$ cat src/rtl/mem_port_arbiter_if.sv
// Bundle of the IF/MEM requester handshakes and the single-port memory bus.
// The arbiter takes the slave view; the pipeline/memory environment takes the master view.
interface mem_port_arbiter_if;
   logic        IF_Req;
   logic [31:0] IF_Address;
   logic        IF_Ready;
   logic [31:0] IF_Data;

   logic        MEM_Req;
   logic        MEM_Write;
   logic [1:0]  MEM_Size;
   logic [31:0] MEM_Address;
   logic [31:0] MEM_WriteData;
   logic        MEM_Ready;
   logic [31:0] MEM_ReadData;

   logic        Mem_En;
   logic        Mem_WE;
   logic [1:0]  Mem_Size;
   logic [31:0] Mem_Address;
   logic [31:0] Mem_WriteData;
   logic [31:0] Mem_ReadData;

   modport master (
      output IF_Req, IF_Address,
      output MEM_Req, MEM_Write, MEM_Size, MEM_Address, MEM_WriteData,
      output Mem_ReadData,
      input  IF_Ready, IF_Data, MEM_Ready, MEM_ReadData,
      input  Mem_En, Mem_WE, Mem_Size, Mem_Address, Mem_WriteData
   );

   modport slave (
      input  IF_Req, IF_Address,
      input  MEM_Req, MEM_Write, MEM_Size, MEM_Address, MEM_WriteData,
      input  Mem_ReadData,
      output IF_Ready, IF_Data, MEM_Ready, MEM_ReadData,
      output Mem_En, Mem_WE, Mem_Size, Mem_Address, Mem_WriteData
   );
endinterface

$ cat src/rtl/mem_port_arbiter.sv
// Shares one unified memory port between instruction fetch and data access.
// Fixed-latency accesses, MEM-priority arbitration that alternates under contention.
module mem_port_arbiter #(
   parameter int LATENCY = 2
) (
   input logic               Clk,
   input logic               Reset,
   mem_port_arbiter_if.slave bus
);
   localparam logic [3:0] LAST_COUNT = (LATENCY < 1) ? 4'd1 : 4'(LATENCY);

   typedef enum logic [1:0] {IDLE, ACCESS, DONE} state_t;
   typedef enum logic {GRANT_IF, GRANT_MEM} grant_t;

   state_t      state, next_state;
   logic [3:0]  count, next_count;
   grant_t      last_grant, next_last_grant;
   grant_t      owner, next_owner;
   logic        if_ready, next_if_ready;
   logic        mem_ready, next_mem_ready;
   logic [31:0] if_data, next_if_data;
   logic [31:0] read_data, next_read_data;
   logic        mem_en, next_mem_en;
   logic        mem_we, next_mem_we;
   logic [1:0]  mem_size, next_mem_size;
   logic [31:0] mem_address, next_mem_address;
   logic [31:0] write_data, next_write_data;
   logic        if_eligible, mem_eligible, pick_mem;

   assign bus.IF_Ready      = if_ready;
   assign bus.IF_Data       = if_data;
   assign bus.MEM_Ready     = mem_ready;
   assign bus.MEM_ReadData  = read_data;
   assign bus.Mem_En        = mem_en;
   assign bus.Mem_WE        = mem_we;
   assign bus.Mem_Size      = mem_size;
   assign bus.Mem_Address   = mem_address;
   assign bus.Mem_WriteData = write_data;

   always_ff @(posedge Clk) begin
      if (Reset) begin
         state       <= IDLE;
         count       <= 4'd0;
         last_grant  <= GRANT_IF;
         owner       <= GRANT_IF;
         if_ready    <= 1'b0;
         mem_ready   <= 1'b0;
         if_data     <= 32'd0;
         read_data   <= 32'd0;
         mem_en      <= 1'b0;
         mem_we      <= 1'b0;
         mem_size    <= 2'b00;
         mem_address <= 32'd0;
         write_data  <= 32'd0;
      end else begin
         state       <= next_state;
         count       <= next_count;
         last_grant  <= next_last_grant;
         owner       <= next_owner;
         if_ready    <= next_if_ready;
         mem_ready   <= next_mem_ready;
         if_data     <= next_if_data;
         read_data   <= next_read_data;
         mem_en      <= next_mem_en;
         mem_we      <= next_mem_we;
         mem_size    <= next_mem_size;
         mem_address <= next_mem_address;
         write_data  <= next_write_data;
      end
   end

   // In DONE the requester just served still shows its old Req, so it is not eligible again.
   always_comb begin
      next_state       = state;
      next_count       = count;
      next_last_grant  = last_grant;
      next_owner       = owner;
      next_if_ready    = 1'b0;
      next_mem_ready   = 1'b0;
      next_if_data     = if_data;
      next_read_data   = read_data;
      next_mem_en      = 1'b0;
      next_mem_we      = mem_we;
      next_mem_size    = mem_size;
      next_mem_address = mem_address;
      next_write_data  = write_data;

      if_eligible  = bus.IF_Req  && ((state == IDLE) || (state == DONE && owner != GRANT_IF));
      mem_eligible = bus.MEM_Req && ((state == IDLE) || (state == DONE && owner != GRANT_MEM));
      pick_mem     = mem_eligible && (!if_eligible || last_grant == GRANT_IF);

      case (state)
         IDLE, DONE: begin
            next_mem_we = 1'b0;
            if (if_eligible || mem_eligible) begin
               next_state      = ACCESS;
               next_count      = 4'd1;
               next_mem_en     = 1'b1;
               next_owner      = pick_mem ? GRANT_MEM : GRANT_IF;
               next_last_grant = pick_mem ? GRANT_MEM : GRANT_IF;
               if (pick_mem) begin
                  next_mem_we      = bus.MEM_Write;
                  next_mem_size    = bus.MEM_Size;
                  next_mem_address = bus.MEM_Address;
                  if (bus.MEM_Write) begin
                     next_write_data = bus.MEM_WriteData;
                  end
               end else begin
                  next_mem_size    = 2'b01;
                  next_mem_address = bus.IF_Address;
               end
            end else begin
               next_state = IDLE;
            end
         end
         ACCESS: begin
            if (count < LAST_COUNT) begin
               next_count  = count + 4'd1;
               next_mem_en = 1'b1;
            end else begin
               next_state  = DONE;
               next_mem_we = 1'b0;
               if (owner == GRANT_IF) begin
                  next_if_ready = 1'b1;
                  next_if_data  = bus.Mem_ReadData;
               end else begin
                  next_mem_ready = 1'b1;
                  if (!mem_we) begin
                     next_read_data = bus.Mem_ReadData;
                  end
               end
            end
         end
         default: begin
            next_state = IDLE;
         end
      endcase
   end
endmodule

$ cat src/flat_wrapper.sv
// flat-port wrapper written by rule: the top's interface ports become plain ports
module mem_port_arbiter_flat 
#(
   parameter int LATENCY = 2
)
  (Clk, Reset, bus_IF_Req, bus_IF_Address, bus_MEM_Req, bus_MEM_Write, bus_MEM_Size, bus_MEM_Address, bus_MEM_WriteData, bus_Mem_ReadData, bus_IF_Ready, bus_IF_Data, bus_MEM_Ready, bus_MEM_ReadData, bus_Mem_En, bus_Mem_WE, bus_Mem_Size, bus_Mem_Address, bus_Mem_WriteData);
  mem_port_arbiter_if bus_i ();
  input logic Clk;
  input logic Reset;
  input wire logic [$bits(bus_i.IF_Req)-1:0] bus_IF_Req;
  input wire logic [$bits(bus_i.IF_Address)-1:0] bus_IF_Address;
  input wire logic [$bits(bus_i.MEM_Req)-1:0] bus_MEM_Req;
  input wire logic [$bits(bus_i.MEM_Write)-1:0] bus_MEM_Write;
  input wire logic [$bits(bus_i.MEM_Size)-1:0] bus_MEM_Size;
  input wire logic [$bits(bus_i.MEM_Address)-1:0] bus_MEM_Address;
  input wire logic [$bits(bus_i.MEM_WriteData)-1:0] bus_MEM_WriteData;
  input wire logic [$bits(bus_i.Mem_ReadData)-1:0] bus_Mem_ReadData;
  output wire logic [$bits(bus_i.IF_Ready)-1:0] bus_IF_Ready;
  output wire logic [$bits(bus_i.IF_Data)-1:0] bus_IF_Data;
  output wire logic [$bits(bus_i.MEM_Ready)-1:0] bus_MEM_Ready;
  output wire logic [$bits(bus_i.MEM_ReadData)-1:0] bus_MEM_ReadData;
  output wire logic [$bits(bus_i.Mem_En)-1:0] bus_Mem_En;
  output wire logic [$bits(bus_i.Mem_WE)-1:0] bus_Mem_WE;
  output wire logic [$bits(bus_i.Mem_Size)-1:0] bus_Mem_Size;
  output wire logic [$bits(bus_i.Mem_Address)-1:0] bus_Mem_Address;
  output wire logic [$bits(bus_i.Mem_WriteData)-1:0] bus_Mem_WriteData;
  assign bus_i.IF_Req = bus_IF_Req;
  assign bus_i.IF_Address = bus_IF_Address;
  assign bus_i.MEM_Req = bus_MEM_Req;
  assign bus_i.MEM_Write = bus_MEM_Write;
  assign bus_i.MEM_Size = bus_MEM_Size;
  assign bus_i.MEM_Address = bus_MEM_Address;
  assign bus_i.MEM_WriteData = bus_MEM_WriteData;
  assign bus_i.Mem_ReadData = bus_Mem_ReadData;
  assign bus_IF_Ready = bus_i.IF_Ready;
  assign bus_IF_Data = bus_i.IF_Data;
  assign bus_MEM_Ready = bus_i.MEM_Ready;
  assign bus_MEM_ReadData = bus_i.MEM_ReadData;
  assign bus_Mem_En = bus_i.Mem_En;
  assign bus_Mem_WE = bus_i.Mem_WE;
  assign bus_Mem_Size = bus_i.Mem_Size;
  assign bus_Mem_Address = bus_i.Mem_Address;
  assign bus_Mem_WriteData = bus_i.Mem_WriteData;
  mem_port_arbiter #(.LATENCY(LATENCY)) u_core (.Clk(Clk), .Reset(Reset), .bus(bus_i));
endmodule
$ cat config.mk
export PLATFORM = sky130hd
export DESIGN_NAME = mem_port_arbiter_flat
export DESIGN_NICKNAME = d
export VERILOG_FILES = /design/src/rtl/mem_port_arbiter_if.sv /design/src/rtl/mem_port_arbiter.sv /design/src/flat_wrapper.sv
export SDC_FILE = /design/constraint.sdc
export NUM_CORES = 1
export LEC_CHECK = 0
export BUFFER_PORTS_ARGS = -buffer_cell sky130_fd_sc_hd__clkbuf_2
export CAP_MARGIN = 20
export CORE_ASPECT_RATIO = 1.1
export CORE_MARGIN = 4
export CORE_UTILIZATION = 39
export DETAILED_ROUTE_END_ITERATION = 12
export GPL_ROUTABILITY_DRIVEN = 0
export GPL_TIMING_DRIVEN = 0
export MAX_ROUTING_LAYER = met4
export PLACE_DENSITY = 0.64
export SKIP_LAST_GASP = 1
export SLEW_MARGIN = 5
export SYNTH_ARGS = -nofsm -noshare
export SYNTH_HDL_FRONTEND = slang
export SYNTH_SLANG_ARGS = --single-unit
$ cat constraint.sdc
create_clock -name Clk -period 3.02 [get_ports Clk]
set_clock_uncertainty 0.2 [all_clocks]
set_input_delay 0.302 -clock Clk [delete_from_list [all_inputs] [get_ports Clk]]
set_output_delay 0.302 -clock Clk [all_outputs]
set_load 0.02 [all_outputs]
---- Word level (Yosys, flattened, before mapping) ----
Cells that the tools add are included.
operators by class
  $add $sub $neg .......................... 1
  order comparisons ....................... 1
  equal/unequal tests ..................... 5
  multiplexer cells ....................... 18
  bitwise logic cells ..................... 4
  reduce and logical (&&, ||, !) cells .... 20
operator list
  kind                 count
  $mux 32              1
  $mux 1               9
  $mux 4               2
  $pmux 4 s2           1
  $reduce_and 4->1     2
  $reduce_and 3->1     2
  $logic_and 1x1->1    5
  $add 4x1->4 const B  1
  $logic_or 1x1->1     4
  $lt 4x2->1 const B   1
  $mux 2               2
  $ne 2x1->1 const B   2
  $not 1->1            4
  $pmux 1 s2           2
  $pmux 2 s2           1
  $reduce_and 2->1     2
  $reduce_or 3->1      1
  $eq 2x1->1 const B   1
  $eq 2x2->1 const B   1
  $logic_not 2->1      1
  $ne 2x2->1 const B   1
  $reduce_bool 2->1    1
  $reduce_or 2->1      1
  $logic_not 1->1      1
word-level totals
  register bits after elaboration ......... 141
  output and inout bits ................... 134
  word-level logic and storage cells ...... 61

---- Longest topological paths before layout ----
  word-level depth ........................ 10
  gate-level depth with buffers ........... 6

---- Worst setup path before layout ----
Ideal clock, no wire load.
  kind .................................... flip-flop to flip-flop
  start point ............................. reg, netlist name u_core.last_grant
  end point ............................... reg u_core.count[0]
  arrival ................................. 1374 ps
  required time ........................... 2700 ps
  slack ................................... 1326 ps
  stages on the path, launching flop included .. 6
  cell sequence ........................... dfxtp_1 > buf_2 > mux2_4 > o21a_1 > buf_6 > o31a_1
RTL lines
  what                  RTL line                source
  end signal, assigned  mem_port_arbiter.sv:57  count <= next_count;
  end, declared         mem_port_arbiter.sv:16  logic [3:0] count, next_count;

---- Final worst setup path ----
  start point ............................. reg u_core.last_grant
  end point ............................... reg u_core.mem_address[11] (netlist: u_core.bus.Mem_Address[11])
on the way
  cells in the longest elaborated chain, start to end .. 7
  elaborated cells between the ends (all ways) .. 13
  classes of those cells .................. 1 x mux; 1 x bitwise; 11 x reduce/logical
ends and longest elaborated chain
  what                    RTL line                 source
  start, declared         mem_port_arbiter.sv:17   grant_t last_grant, next_last_grant;
  start signal, assigned  mem_port_arbiter.sv:58   last_grant <= next_last_grant;
  $logic_and 1x1->1       --
  $logic_or 1x1->1        --
  $logic_and 1x1->1       --
  $logic_not 1->1         --
  $logic_or 1x1->1        mem_port_arbiter.sv:90   pick_mem = mem_eligible && (!if_eligible || last_grant == GRANT_IF);
  $logic_and 1x1->1       mem_port_arbiter.sv:90
  $mux 32                 mem_port_arbiter.sv:101  if (pick_mem) begin
  end signal, assigned    mem_port_arbiter.sv:67   mem_address <= next_mem_address;
  end, declared           mem_port_arbiter.sv:26   logic [31:0] mem_address, next_mem_address;
Parallel ways exist; a longest one is shown, timed or not.
A chain may end at the register's enable or synchronous reset.

==> metrics.md <==
| Metric | Value |
|---|---|
| Sequential Area | roughly 2800 um2 |
| Die Footprint | approximately 18000 um2 |
| CTS tree | done |
| Post-synth top flop | dfxtp_1 |
| Post-synth top area cell | dfxtp_1 |
| Final HPWL DP | 15.7 mm |
| Global route overflow | 0 |
| Filler cell count | 1378 |
| Final WS setup | 529 ps |
| Starting DRT DRC Count | 326 |
| Slew Limit Fails | 0 |
| Post-layout min period | about 2500 ps |
| Ranking of synthesized cells by area | dfxtp_1 45%, mux2i_1 5.1%, nand3_1 5.1% |
| # diodes | 0 |
| Deepest clock path buffer count | 2 |
| Worst Setup SP | u_core.last_grant |
| Util after Layout | 0.619 |
| DRT Pass-1 Iters | 4 |
| Top Ports | 269 |
| Synth Instances | 715 |
| Synth-to-layout area growth | 55.5% |
| Wire per inst | about 17 um |
| Global-route wire length before repair | roughly 36 mm |
| Flop2flop setup slack | 530 ps |
| CP Data Required Time | 3190 ps |
| Largest net degree at the start of global routing | 17 |
| Setup violators final | 0 |
| Final ANT Viol Nets | 0 |
| Initial antenna violation count | 0 |
| PwrDens | approximately 530 nW/um2 |
| Cell internal pwr | 0.00367 W |
| Die H | 141 um |
| Flop pwr share | 0.391 |
| Via Count | slightly above 7000 |
| Synth cell count leaders | 141 x dfxtp_1, 68 x nand2_1, 64 x nand3_1 |
| Clock Latency Late Sink | 420 ps |
| Critical Path End | u_core.bus.Mem_Address[11] |
| Leak | 4.04 nW |
| RSZ-0062 raised after global routing | false |
| Number of buffers created by CTS | 17 |
| WL final | 22.8 mm |
| Final period utilization | 0.825 |
| RR Startpoint | u_core.last_grant |
| Yosys reg bits | 141 |
| Clock transition time at the flip-flop clock pins of the worst setup and hold paths | 60 ps |
| Register-to-Register Path Depth | 7 |
| Post-place setup slack | 897 ps |
| Avg Inst Size Synth | a little under 9 um2 |
| Initial Util | 0.398 |
| Multi-input gate area in the final layout | ~2900 um2 |
| Number of synthesized flops with an enable pin | 0 |
| Crit end category | flip-flop |
| Drt via density | 5.26 |
| All-Layer GR Usage | 0.253 |
| Port Buffers | 266 |
| Critical Path Fanout Max | 10 |
| Post-synth design cell area | 6240 um2 |
| Sw Share | 0.287 |
| Worst Max-Slew Pin Slew | 564 ps |
| Sequential area share after synthesis | 0.453 |
| Syn. warnings | 0 |
| Die W | 129 um |
| # rows | 48 |
| Vias in the first global route | 7234 |
| Count of cell types in the netlist | 39 |
| Core Box Area | between 15000 and 20000 um2 |
| MaxCap Viol Count | 0 |
| Fmax | 0.401 GHz |
| Status | complete, no violations |
| Fin Setup TNS | 0 ps |
| Worst Path Arrival | 2660 ps |
| Worst hold-check path type | input port to flip-flop |
| Post-Syn Nets | 851 |
| Ratio of cells with drive above 1 in the final layout | 0.293 |
| Most common cell in the synthesized netlist | dfxtp_1 |
| NetSw | approximately 0.0015 W |
| DRC viols | 0 |
| Hold slack | between 9 and 10 ps |
| VDD IR-drop max | 0.000352 V |
| Synth top area share | 0.453 |
| Startpoint types | flip-flop |
| Fin nets | 1264 |
| CTS HTree Levels | 4 |
| TritonCTS sink count | 141 |
| Asr flop ratio synth | 0 |
| Clock Power Share | 0.415 |
| Logic pwr share | 0.193 |
| Setup CP Type | flip-flop to flip-flop |
| Rel. slew slack | 0.624 |
| Clock root buffer | clkbuf_16 |
| Final hold viol count | 0 |
| Reg2reg end | u_core.bus.Mem_Address[11] |
[flip-flops by register name, summed over array words and instances (netlist names)]
register and flops:
u_core.bus.Mem_WriteData 32, u_core.bus.MEM_Ready 1, u_core.bus.Mem_Size 2, u_core.bus.IF_Data 32, u_core.bus.Mem_En 1, u_core.count 4, u_core.bus.IF_Ready 1, u_core.bus.MEM_ReadData 32
u_core.bus.Mem_WE 1, u_core.last_grant 1, u_core.state 2, u_core.bus.Mem_Address 32
[worst min-delay path by stage]
stage,startpoint,to,slack (ps),cells past startpoint
6_report,bus_IF_Address[20],u_core.bus.Mem_Address[20],10,3
5_1_grt,bus_IF_Address[20],u_core.bus.Mem_Address[20],3,3
4_1_cts,bus_IF_Address[20],u_core.bus.Mem_Address[20],1,3
3_5_place_dp,u_core.bus.MEM_ReadData[18],u_core.bus.MEM_ReadData[18],250,2
3_3_place_gp,u_core.bus.MEM_ReadData[3],u_core.bus.MEM_ReadData[3],240,2
2_1_floorplan,bus_MEM_WriteData[0],u_core.bus.Mem_WriteData[0],240,1
[cell usage in the layout, fill, tap and decap left out, types with 2 or more instances in the layout]
master         netlist  routed
a21oi_1             33      33
a311oi_1            32      32
a31o_1              32      32
a31oi_1             34      34
buf_1                5       5
buf_2               25      25
buf_6                4       4
bufinv_16            0       2
clkbuf_1            48      48
clkbuf_16            0      17
clkbuf_2             0     266
clkbuf_8             0       3
clkinv_2             0       3
clkinv_4             0       2
clkinvlp_4           0       2
dfxtp_1            141     141
dlygate4sd3_1        0     128
inv_1               34      34
inv_6                0       3
mux2i_1             32      32
nand2_1             68      68
nand2b_1            33      33
nand3_1             64      64
nor2_1               2       2
nor2b_1              2       2
nor3_1               4       4
o21a_1               5       5
o21ai_0             32      32
o21ai_1             35      35
o221ai_1            32      32
[through the flow]
step / total power (W) / instance area, um2 / instances
finish: 0.00515 / 9700 / 1341
global route: 0.00535 / 9700 / 1341
CTS: 0.00517 / 9700 / 1341
detailed placement: 0.00287 / 7820 / 1181
global placement: 0.00287 / 7820 / 1181
floorplan: 0.00254 / 6240 / 715
[layer usage]
metal / vias up / routed length [um] / GRT usage
met1: 3286 / 9340 / 0.295
met2: 269 / 11400 / 0.425
met5: - / 0 / -
li1: 3452 / - / -
met4: 0 / 661 / 0.100
met3: 51 / 1400 / 0.0515
[cells by family after synthesis]
| group | share of synthesized area |
|---|---|
| DFF | 0.453 |
| and+or+nand+nor | 0.148 |
| AOI/OAI and AO/OA | 0.263 |
| muxes | 0.0538 |
| buffers and inverters | 0.0814 |
| adders and majority gates | 0.00201 |
[what timing repair did]
action,4_1_cts,5_1_grt
hold buffers,128,0
setup buffers,0,0
endpoints found under the setup margin,0,0
resized for setup,0,0
endpoints found under the hold margin,130,0
[worst max-delay path: stages (launching register included)]
cell and delay [ps]:
dfxtp_1 290, buf_2 160, o21ai_1 150, buf_2 280, clkbuf_1 410, nand3_1 200
a31oi_1 200, dlygate4sd3_1 560
[final cells by class]
type / count / area share
Buffer: 83 / 0.0388
Inverter: 35 / 0.0135
Tap cell: 200 / 0.0258
Clock buffer: 20 / 0.0481
Timing Repair Buffer: 394 / 0.269
Sequential cell: 141 / 0.291
Clock inverter: 12 / 0.0138
Multi-Input combinational cell: 456 / 0.300
[power by group through the flow]
stage	Sequential (W)	Clock, W	Combinational, W
2_1_floorplan	0.00216	0	0.000390
3_3_place_gp	0.00205	0	0.000818
3_5_place_dp	0.00205	0	0.000819
4_1_cts	0.00201	0.00217	0.000985
5_1_grt	0.00203	0.00225	0.00108
6_report	0.00202	0.00214	0.000995
(Power assumes the default switching activity.)
